--- src/rtl/cpu_pkg.sv ---
// cpu_pkg: shared opcode, state, pc_sel and RF_sel encodings for the sequencer
// No ports; imported by isa_decode and instr_sequencer.
package cpu_pkg;
   localparam logic [3:0] OPC_LI  = 4'h8;
   localparam logic [3:0] OPC_LW  = 4'h9;
   localparam logic [3:0] OPC_SW  = 4'hA;
   localparam logic [3:0] OPC_BIZ = 4'hB;
   localparam logic [3:0] OPC_BNZ = 4'hC;
   localparam logic [3:0] OPC_JAL = 4'hD;
   localparam logic [3:0] OPC_JMP = 4'hE;
   localparam logic [3:0] OPC_JR  = 4'hF;

   localparam logic [1:0] PC_REL = 2'b00;
   localparam logic [1:0] PC_ABS = 2'b01;
   localparam logic [1:0] PC_REG = 2'b10;

   localparam logic [1:0] RF_ALU = 2'b00;
   localparam logic [1:0] RF_MEM = 2'b01;
   localparam logic [1:0] RF_IMM = 2'b10;

   localparam logic [3:0] LINK_REG = 4'hF;

   typedef enum logic [3:0] {
      OP_ALU, OP_LI, OP_LW, OP_SW, OP_BIZ, OP_BNZ, OP_JAL, OP_JMP, OP_JR
   } op_e;

   // SW, BIZ, BNZ and JR all begin by reading Ra with identical strobes, so
   // they share S_RA_RD; this keeps all eighteen logical steps in 4 bits.
   typedef enum logic [3:0] {
      S_INIT    = 4'd0,
      S_FETCH   = 4'd1,
      S_FETCH_W = 4'd2,
      S_DECODE  = 4'd3,
      S_ALU_RD  = 4'd4,
      S_ALU_WB  = 4'd5,
      S_LI_WB   = 4'd6,
      S_LW_RD   = 4'd7,
      S_LW_WB   = 4'd8,
      S_RA_RD   = 4'd9,
      S_SW_WR   = 4'd10,
      S_BR_WAIT = 4'd11,
      S_BR_EV   = 4'd12,
      S_JMP_EX  = 4'd13,
      S_JAL_EX  = 4'd14,
      S_JR_EX   = 4'd15
   } state_e;
endpackage

--- src/rtl/isa_decode.sv ---
// isa_decode: combinational opcode class and field extraction from IR
// ir_i      : instruction word
// op_o      : opcode class
// alu_sel_o : ALU function IR[14:12]
// rd_o      : Rd/Ra IR[11:8]; rp_o IR[7:4]; rq_o IR[3:0]
// imm_o     : imm/addr/offset IR[7:0]
module isa_decode
   import cpu_pkg::*;
(
   input  logic [15:0] ir_i,
   output op_e         op_o,
   output logic [2:0]  alu_sel_o,
   output logic [3:0]  rd_o,
   output logic [3:0]  rp_o,
   output logic [3:0]  rq_o,
   output logic [7:0]  imm_o
);
   always_comb begin
      op_o = OP_ALU;
      if (ir_i[15])
         case (ir_i[15:12])
            OPC_LI:  op_o = OP_LI;
            OPC_LW:  op_o = OP_LW;
            OPC_SW:  op_o = OP_SW;
            OPC_BIZ: op_o = OP_BIZ;
            OPC_BNZ: op_o = OP_BNZ;
            OPC_JAL: op_o = OP_JAL;
            OPC_JMP: op_o = OP_JMP;
            default: op_o = OP_JR;
         endcase
   end

   assign alu_sel_o = ir_i[14:12];
   assign rd_o      = ir_i[11:8];
   assign rp_o      = ir_i[7:4];
   assign rq_o      = ir_i[3:0];
   assign imm_o     = ir_i[7:0];
endmodule

--- src/rtl/instr_sequencer.sv ---
// instr_sequencer: multi-cycle control FSM driving PC, memory and register file
// clk, rst_n          : clock, asynchronous active-low reset
// run                 : permits a new fetch
// IR_d, zero_flag     : instruction word and Rp==0 flag from datapath
// PC_addr             : current PC, used as JAL link value
// D_*                 : data memory address/select/strobes
// W_*, Rp_*, Rq_*     : register file write/read ports
// RF_W_data, RF_sel   : immediate write data and write source select
// ALU_sel             : ALU function
// IR_ld, PC_*, pc_sel : instruction register and PC control
// state_o             : current state encoding
module instr_sequencer
   import cpu_pkg::*;
(
   input  logic        clk,
   input  logic        rst_n,
   input  logic        run,
   input  logic [15:0] IR_d,
   input  logic        zero_flag,
   input  logic [7:0]  PC_addr,
   output logic [7:0]  D_addr,
   output logic [7:0]  RF_W_data,
   output logic [3:0]  W_addr,
   output logic [3:0]  Rp_addr,
   output logic [3:0]  Rq_addr,
   output logic [2:0]  ALU_sel,
   output logic [1:0]  RF_sel,
   output logic [1:0]  pc_sel,
   output logic [3:0]  state_o,
   output logic        D_rd,
   output logic        D_wr,
   output logic        W_wr,
   output logic        Rp_rd,
   output logic        Rq_rd,
   output logic        IR_ld,
   output logic        D_addr_sel,
   output logic        PC_inc,
   output logic        PC_clr,
   output logic        PC_ld
);
   state_e     state_q, state_d;
   op_e        op;
   logic [2:0] alu_sel;
   logic [3:0] rd, rp, rq;
   logic [7:0] imm;
   logic       take;

   isa_decode u_dec (
      .ir_i      (IR_d),
      .op_o      (op),
      .alu_sel_o (alu_sel),
      .rd_o      (rd),
      .rp_o      (rp),
      .rq_o      (rq),
      .imm_o     (imm)
   );

   assign take    = (op == OP_BIZ && zero_flag) || (op == OP_BNZ && !zero_flag);
   assign state_o = state_q;

   always_comb begin
      state_d = state_q;
      case (state_q)
         S_INIT:    state_d = S_FETCH;
         S_FETCH:   state_d = run ? S_FETCH_W : S_FETCH;
         S_FETCH_W: state_d = S_DECODE;
         S_DECODE:
            case (op)
               OP_ALU:  state_d = S_ALU_RD;
               OP_LI:   state_d = S_LI_WB;
               OP_LW:   state_d = S_LW_RD;
               OP_JAL:  state_d = S_JAL_EX;
               OP_JMP:  state_d = S_JMP_EX;
               default: state_d = S_RA_RD;
            endcase
         S_ALU_RD:  state_d = S_ALU_WB;
         S_LW_RD:   state_d = S_LW_WB;
         S_RA_RD:   state_d = op == OP_SW ? S_SW_WR : op == OP_JR ? S_JR_EX : S_BR_WAIT;
         S_BR_WAIT: state_d = S_BR_EV;
         default:   state_d = S_FETCH;
      endcase
   end

   always_ff @(posedge clk or negedge rst_n)
      if (!rst_n) state_q <= S_INIT;
      else        state_q <= state_d;

   always_comb begin
      D_addr     = '0;
      RF_W_data  = '0;
      W_addr     = '0;
      Rp_addr    = '0;
      Rq_addr    = '0;
      ALU_sel    = '0;
      RF_sel     = RF_ALU;
      pc_sel     = PC_REL;
      D_rd       = 1'b0;
      D_wr       = 1'b0;
      W_wr       = 1'b0;
      Rp_rd      = 1'b0;
      Rq_rd      = 1'b0;
      IR_ld      = 1'b0;
      D_addr_sel = 1'b0;
      PC_inc     = 1'b0;
      PC_clr     = 1'b0;
      PC_ld      = 1'b0;
      case (state_q)
         S_INIT:    PC_clr = 1'b1;
         S_FETCH:   D_rd = run;
         S_FETCH_W: begin
            IR_ld  = 1'b1;
            PC_inc = 1'b1;
         end
         S_ALU_RD:  begin
            Rp_rd   = 1'b1;
            Rq_rd   = 1'b1;
            Rp_addr = rp;
            Rq_addr = rq;
         end
         S_ALU_WB:  begin
            W_wr    = 1'b1;
            W_addr  = rd;
            ALU_sel = alu_sel;
         end
         S_LI_WB:   begin
            W_wr      = 1'b1;
            W_addr    = rd;
            RF_sel    = RF_IMM;
            RF_W_data = imm;
         end
         S_LW_RD:   begin
            D_addr_sel = 1'b1;
            D_addr     = imm;
            D_rd       = 1'b1;
         end
         S_LW_WB:   begin
            W_wr   = 1'b1;
            W_addr = rd;
            RF_sel = RF_MEM;
         end
         S_RA_RD:   begin
            Rp_rd   = 1'b1;
            Rp_addr = rd;
         end
         S_SW_WR:   begin
            D_addr_sel = 1'b1;
            D_addr     = imm;
            D_wr       = 1'b1;
         end
         S_BR_EV:   PC_ld = take;
         S_JMP_EX:  begin
            PC_ld  = 1'b1;
            pc_sel = PC_ABS;
         end
         S_JAL_EX:  begin
            W_wr      = 1'b1;
            W_addr    = LINK_REG;
            RF_sel    = RF_IMM;
            RF_W_data = PC_addr;
            PC_ld     = 1'b1;
            pc_sel    = PC_ABS;
         end
         S_JR_EX:   begin
            PC_ld  = 1'b1;
            pc_sel = PC_REG;
         end
         default: ;
      endcase
   end
endmodule

--- config.mk ---
export PLATFORM = sky130hd
export DESIGN_NAME = instr_sequencer
export DESIGN_NICKNAME = d
export VERILOG_FILES = /design/src/rtl/cpu_pkg.sv /design/src/rtl/isa_decode.sv /design/src/rtl/instr_sequencer.sv
export SDC_FILE = /design/constraint.sdc
export NUM_CORES = 1
export LEC_CHECK = 0
export BUFFER_PORTS_ARGS = -buffer_cell sky130_fd_sc_hd__buf_4
export CAP_MARGIN = 20
export CORE_MARGIN = 3
export CORE_UTILIZATION = 39
export CTS_BUF_LIST = sky130_fd_sc_hd__clkbuf_2
export CTS_CLUSTER_SIZE = 30
export DETAILED_ROUTE_END_ITERATION = 6
export GPL_TIMING_DRIVEN = 0
export PLACE_DENSITY_LB_ADDON = 0.08
export SLEW_MARGIN = 20
export SYNTH_ARGS = -nofsm -noshare
export SYNTH_HDL_FRONTEND = slang
export SYNTH_SLANG_ARGS = --single-unit
--- constraint.sdc ---
create_clock -name clk -period 1.8 [get_ports clk]
set_clock_uncertainty 0.1 [all_clocks]
set_input_delay 0.09 -clock clk [delete_from_list [all_inputs] [get_ports clk]]
set_output_delay 0.09 -clock clk [all_outputs]
set_load 0.005 [all_outputs]
Yosys cells after proc, flatten, opt, wreduce, memory -nomap -nowiden
Index checks and enable logic that the tools add are counted.
- mux-type cells: 24
- equality and inequality tests: 30
- reductions and logical operators: 13
- operator list (cell ; number):
    $eq 4x4->1 const B ; 16
    $pmux 4 s7 ; 2
    $eq 4x3->1 const B ; 8
    $pmux 4 s5 ; 1
    $eq 4x2->1 const B ; 4
    $pmux 4 s2 ; 2
    $pmux 8 s2 ; 1
    $mux 3 ; 3
    $eq 4x1->1 const B ; 2
    $logic_not 4->1 ; 2
    $mux 4 ; 2
    $mux 8 ; 1
    $pmux 2 s2 ; 2
    $reduce_or 2->1 ; 4
    $mux 1 ; 7
    $reduce_or 3->1 ; 2
    $pmux 1 s2 ; 2
    $reduce_or 4->1 ; 1
    $logic_and 1x1->1 ; 2
    $mux 2 ; 1
    $logic_not 1->1 ; 1
    $logic_or 1x1->1 ; 1
- word-level logic and storage cells: 68
- bits in registers: 4
- input port bits: 28

Logic depth before layout (Yosys ltp)
Gate-level depths: netlist of run 1.
- depth in word-level cells: 7
- gate-level depth with buffers: 6
- gate-level depth less buffers: 4

Hierarchy
A second synthesis of run 1 with hierarchy kept.
- cell total of the unflattened synthesis: 163
- area, all modules: 1148.6 sq um
- by module, submodules not included (module ; cells an instance ; seq. area each (sq um) ; area each (sq um) ; times used):
    instr_sequencer ; 132 ; 100.1 ; 922.1 ; 1
    isa_decode ; 31 ; 0.0 ; 226.5 ; 1

Least setup slack after synthesis of run 1
No wires, ideal clock.
- kind: flip-flop to output port
- start: register state_q[1], in the netlist state_o[1]
- end: output Rp_addr[0]
- stages on the path, launching flop included: 6
- path slack: 0.421 ns
- data arrival time: 1.189 ns
- required time: 1.610 ns
- buffers on the path: 2
- path through: dfrtp_1 -> buf_6 -> or2_1 -> buf_6 -> nor2_8 -> a22o_1
- longest elaborated chain between the ends: 2
- elaborated cells between the ends (all ways): 3
- those cells by class: eq/ne: 2; mux: 1
- ends and longest elaborated chain (what ; RTL line ; RTL):
    start, declared ; instr_sequencer.sv:41 ; state_e state_q, state_d;
    start signal, assigned ; instr_sequencer.sv:86 ; else state_q <= state_d;
    $eq 4x4->1 / $eq 4x3->1 (equally long branches) ; instr_sequencer.sv:107 ; case (state_q)
    $pmux 4 s2 * ; instr_sequencer.sv:107 ;
    end, declared ; instr_sequencer.sv:24 ; output logic [3:0] Rp_addr,
Mark *: on every way between the ends. The rest lies on a longest branch, timed or not.

Worst setup path after layout of run 1
Same ends and word-level chain as after synthesis.

==> results of run 1 <==
[power by group through the flow]
stage               Sequential, W  Combinational, W  Clock [W]
floorplan                0.000179          0.000881          0
global placement         0.000182           0.00144          0
detailed placement       0.000183           0.00146          0
CTS                      0.000182           0.00148  0.0000891
global route             0.000200           0.00181  0.0000986
finish                   0.000194           0.00167  0.0000882
[worst register-to-register path: stages, from the launching register on]
cell     delay [ns]
dfrtp_1        0.40
buf_6          0.14
or2_1          0.23
buf_6          0.15
nor2_4         0.15
buf_4          0.14
a31oi_1        0.03
nand2_1        0.09
[per-stage QoR]
step           instance area [um^2]  total power, W
5_1_grt                        1604        0.002107
4_1_cts                        1493        0.001752
3_3_place_gp                   1463        0.001618
3_5_place_dp                   1463        0.001647
6_report                       1604        0.001956
2_1_floorplan                 865.8        0.001060
[cells in the final DEF (no fill, tap or decap), types with 3 or more instances in the layout]
cell type / count
a21o_1: 6
a21oi_1: 10
a22o_1: 4
and2_1: 4
and2_4: 4
and3_1: 8
buf_2: 3
buf_4: 78
buf_6: 6
clkbuf_2: 3
dfrtp_1: 3
inv_1: 3
mux2i_1: 8
nand2_1: 8
nand2b_2: 3
nand3_1: 5
nor2_1: 16
o21ai_0: 9
[how the worst max path moves through the flow]
| stage | from | end | slack, ns | depth (start not counted) |
|---|---|---|---|---|
| 2_1_floorplan | state_o[1]$_DFF_PN0_ | Rp_addr[0] | 0.42 | 5 |
| 3_3_place_gp | state_o[2]$_DFF_PN0_ | Rp_addr[0] | 0.24 | 4 |
| 3_5_place_dp | state_o[2]$_DFF_PN0_ | Rp_addr[0] | 0.21 | 4 |
| 4_1_cts | state_o[1]$_DFF_PN0_ | W_addr[3] | 0.009 | 6 |
| 5_1_grt | state_o[1]$_DFF_PN0_ | Rp_addr[0] | -0.03 | 6 |
| 6_report | state_o[1]$_DFF_PN0_ | Rp_addr[0] | 0.05 | 6 |
[synthesized netlist by cell type (2+ instances only)]
cell	count
a21o_1	6
a21oi_1	10
a22o_1	4
a31oi_1	2
and2_1	8
and3_1	8
buf_2	6
buf_6	2
clkbuf_1	2
dfrtp_1	4
inv_1	3
mux2i_1	8
nand2_1	8
nand2b_1	2
nand2b_2	2
nand3_1	5
nand4_1	2
nor2_1	19
nor3_1	3
o21ai_0	9
xor2_1	2
[repair_timing]
action,4_1_cts,5_1_grt
hold buffers,1,0
resized for setup,2,20
endpoints found under the setup margin,11,35
gates cloned,0,2
hold endpoints to repair,4,0
setup buffers,0,4
pin swaps,1,9
[cells by family after synthesis]
logic type / count (synthesis) / share of synthesized area [%]
and+or+nand+nor: 62 / 38.15
DFF: 4 / 11.56
xor gates and xnor gates: 2 / 2.023
AOI/OAI and AO/OA: 37 / 27.31
muxes: 9 / 11.85
buffers and inverters: 14 / 9.105
[routing by layer]
layer  wire, um  track usage [%]  vias up
met5          0                0        -
li1           -                -      629
met1       1485            30.24      591
met4         20            4.681        0
met2       1826            43.18       60
met3        284            4.789        2
[final cells by class]
| class | count | area, um^2 | share of cell area (%) |
|---|---|---|---|
| multi-input cells | 112 | 749.5 | 46.72 |
| inverters | 3 | 11.26 | 0.7020 |
| plain buffers | 11 | 75.07 | 4.680 |
| flip-flops and latches | 4 | 101.3 | 6.318 |
| clock buffers | 3 | 15.01 | 0.9360 |
| well taps | 27 | 33.78 | 2.106 |
| repair buffers | 80 | 618.1 | 38.53 |
==> metrics, run 1 <==
crit path DAT 1.56 ns; placed cell count 230; clk slew on worst S/H paths 0.06 ns; Hold Path Sink state_o[0]$_DFF_PN0_; WL final 3.617 mm; Die Span X 53.12 um; Pwr per Cell Area 1219 mW/mm^2; TritonCTS clock tree built; cells on worst reg2reg path 7; worst slew pin tran 0.3861 ns; Relative slew margins 74.26%; cells along the critical path buf_6, or2_1, buf_6, nor2_8, a22o_1, buf_4; final worst setup slack 0.04520 ns; Fmax 0.5699 GHz; die area 0.002821 mm^2; Unique masters post-synth 34; Routed Antenna Nets 0; Hold Path Depth 3; RSZ-0062 raised after global routing yes; root buffer cell clkbuf_2; Synth top area share 11.56%; main area contributors after synthesis dfrtp_1 12%, mux2i_1 9.2%, nor2_1 8.2%; Leakage 0.8807 nW; io pins 77; fin util 79.33%; placed wire-length estimate 2.718 mm; # nets final 243; Crit Reg-Reg Endpoint state_o[2]$_DFF_PN0_; Seq/Total Area, Yosys 11.56%; asr flop ratio synth 100.0%; RD Place Congestion 0.8267; Hold Path Class input port to flop; worst vdd ir 0.7573 mV; Post-Synthesis Cell Area 865.8 um^2; hold wc startpoint IR_d[14]; pin count of the biggest net entering global routing 11; combinational power share 85.5%; status completed; Sequential Power Share 9.9%; Tmin final 1.755 ns; Cell Int Power 0.0009902 W; routed wire length per instance 15.07 um; grt total ovfl 0; Post-synth EDFFs 0; Max FO, Critical Path 7; vias per inst 5.342; Seq cells post-synth 4; CTS Buf Count 3; CP dominant cell by count buf_6; Worst-Skew Late Latency 0.23 ns; sw frac 49.36%; net load switching power 0.0009653 W; final setup vio count 0; worst hold slack 0.08009 ns; endpoints failing hold 0; PortBufs 75; total track usage 24.36%; area leader, netlist dfrtp_1; DRC Markers 0; Core Area 0.002022 mm^2; antenna violations before repair 0; Synth Instances 128; Initial Utilization 42.82%; Clock Sinks 4; site row count 16; Avg Cell Area, Syn 6.764 um^2; Clk pwr share 4.5%; synthesis-to-finish area growth 85.26%; final period utilization 97.49%; Final TNS setup 0 ns; CP required 1.61 ns; DR vias 1282; Synth Flop Type dfrtp_1; Worst Setup Start Kind flop; fill count 146; final cell count without fillers 240; Iter 0 DRT Violations 55; syn_nets 156; worst r2r src state_o[1]$_DFF_PN0_; share of cells above drive strength 1 50.70%; clock buffer depth 2; number of global-route vias before repair 1116; CP Class flop to primary output; Ys Warns 0; H-tree depth 1; largest stage delay on the critical path 0.40 ns; delay-heaviest family, CP flip-flops; Setup WS pre-CTS 0.2058 ns; Die H 53.12 um; CP bufs+invs 3; diode count 0; slowest CP cell dfrtp_1; first-pass GRT wire length 5.161 mm; Crit. End Element primary output; drt first pass iters 4; R2R Setup Slk 0.28 ns; Max-Cap Viols 0; fin. max-slew vios 0; max reg flops 4
Note: power is estimated with default switching activity, not from simulation.
==> run 2: changes to the inputs <==
Settings changed: CORE_MARGIN 3 to 2.
==> run 2 against run 1 <==
Compared with the run above:
- final area decreased by 5.6%
- register-to-register slack got worse by 0.03 ns
- combinational power decreased by 9%
- largest power group unchanged
- worst hold slack improved by 0.020 ns
- flip-flop and latch count unchanged
- fmax decreased by 1.6%
- sequential power decreased by 3%
- core utilization decreased by 8.9 points
- critical endpoint is now Rp_addr[2]
- critical path depth unchanged
==> metrics, run 2 (synthesized netlist as in run 1, its figures left out) <==
Worst-Skew Late Latency 0.21 ns; io pins 77; first-pass GRT wire length 5.278 mm; commonest non-fill, non-tap cell in the layout buf_4; drt first pass iters 4; WL final 3.259 mm; area of the multi-input gates 704.4 um^2; endpoints failing hold 0; Hold Path Class input port to flop; Leakage 0.8433 nW; Clock Sinks 4; Crit. End Element primary output; root buffer cell clkbuf_2; met3 WL post-DR 187 um; met1 wire length 1.352 mm; antenna violations before repair 0; most frequent cells in the layout 76 x buf_4, 16 x nor2_1, 10 x a21oi_1; Die Span X 51.12 um; met2 WL 1.710 mm; placed inst area 0.001464 mm^2; Max FO, Critical Path 10; site row count 17; vias per inst 5.383; # Post-CTS Setup Buffers 0; worst hold slack 0.1000 ns; fill count 203; final period utilization 99.12%; Core Area 0.002148 mm^2; Highest Signal Layer met4; Worst Setup Start Kind flop; Relative slew margins 78.03%; Pwr per Cell Area 1181 mW/mm^2; Tmin final 1.784 ns; synthesis-to-finish area growth 74.86%; worst slew pin tran 0.3296 ns; clk slew on worst S/H paths 0.05 ns; final setup vio count 0; # nets final 237; PortBufs 75; Initial Utilization 40.30%; TritonCTS clock tree built; die area 0.002613 mm^2; Routed Antenna Nets 0; crit path DAT 1.59 ns; CTS Buf Count 3; Fmax 0.5605 GHz; Iter 0 DRT Violations 25; cell area after layout 0.001514 mm^2; RD Place Congestion 0.8346; CP required 1.61 ns; Max-Cap Viols 0; Reg area 100.1 um^2; worst vdd ir 0.8481 mV; RSZ-0062 raised after global routing yes; number of global-route vias before repair 1186; H-tree depth 1; grt total ovfl 0; diode count 0; fin. max-slew vios 0; Die H 51.12 um; clock buffer depth 2; routed wire length per instance 13.87 um; pin count of the biggest net entering global routing 11; status completed; share of cells above drive strength 1 46.86%; placed wire-length estimate 2.565 mm; total track usage 25.81%; DRC Markers 0; max reg flops 4; CP Class flop to primary output; DR vias 1265
-- run 2: stage by stage --
step / cells / setup TNS (ns) / power [W] / util [%] / worst slack, ns
detailed placement: 231 / 0 / 0.001641 / 68.14 / 0.2145
CTS: 235 / 0 / 0.001748 / 69.54 / 0.005606
global route: 235 / -0.2793 / 0.001941 / 70.47 / -0.05052
finish: 235 / 0 / 0.001788 / 70.47 / 0.01590
global placement: 231 / 0 / 0.001609 / 68.14 / 0.2360
floorplan: 128 / 0 / 0.001060 / - / 0.4212
-- run 2: area by class of cell --
| cell class | instances | area share (%) |
|---|---|---|
| Multi-Input combinational cell | 110 | 46.53 |
| Timing Repair Buffer | 76 | 37.85 |
| Sequential cell | 4 | 6.612 |
| Buffer | 11 | 4.959 |
| Tap cell | 28 | 2.314 |
| Clock buffer | 3 | 0.9917 |
| Inverter | 3 | 0.7438 |
-- run 2: worst paths after layout --
check | from | to | slack, ns | cells past startpoint
min reg2reg | state_o[1]$_DFF_PN0_ | state_o[1]$_DFF_PN0_ | 0.68 | 3
min in group asynchronous | rst_n | state_o[3]$_DFF_PN0_ | 0.12 | 2
max reg2reg | state_o[0]$_DFF_PN0_ | state_o[0]$_DFF_PN0_ | 0.25 | 5
max in group asynchronous | rst_n | state_o[0]$_DFF_PN0_ | 1.38 | 2
min | IR_d[15] | state_o[2]$_DFF_PN0_ | 0.10 | 3
max | state_o[1]$_DFF_PN0_ | Rp_addr[2] | 0.02 | 6
-- run 2: critical path, cell delays in order, from the launching register on --
cell     delay (ns)
dfrtp_1        0.40
buf_6          0.15
or2_1          0.23
buf_6          0.14
nor2_8         0.16
a22o_1         0.18
buf_4          0.11
-- run 2: routing by layer --
metal / up-vias / global-route usage, %
li1: 615 / -
met1: 599 / 32.02
met2: 49 / 47.40
met3: 2 / 2.632
met4: 0 / 5.856
met5: - / 0
-- run 2: repair_timing --
item / in CTS / in global routing
pin swaps: 0 / 1
gates resized for setup: 2 / 7
endpoints found under the setup margin: 6 / 33
hold buffers: 1 / 0
endpoints found under the hold margin: 4 / 0
-- run 2: report_power, final --
group | switching [W] | internal, W | leakage [nW]
Combinational | 0.000788 | 0.000727 | 0.781
Sequential | 0.0000536 | 0.000135 | 0.0503
Clock | 0.0000394 | 0.0000449 | 0.0125
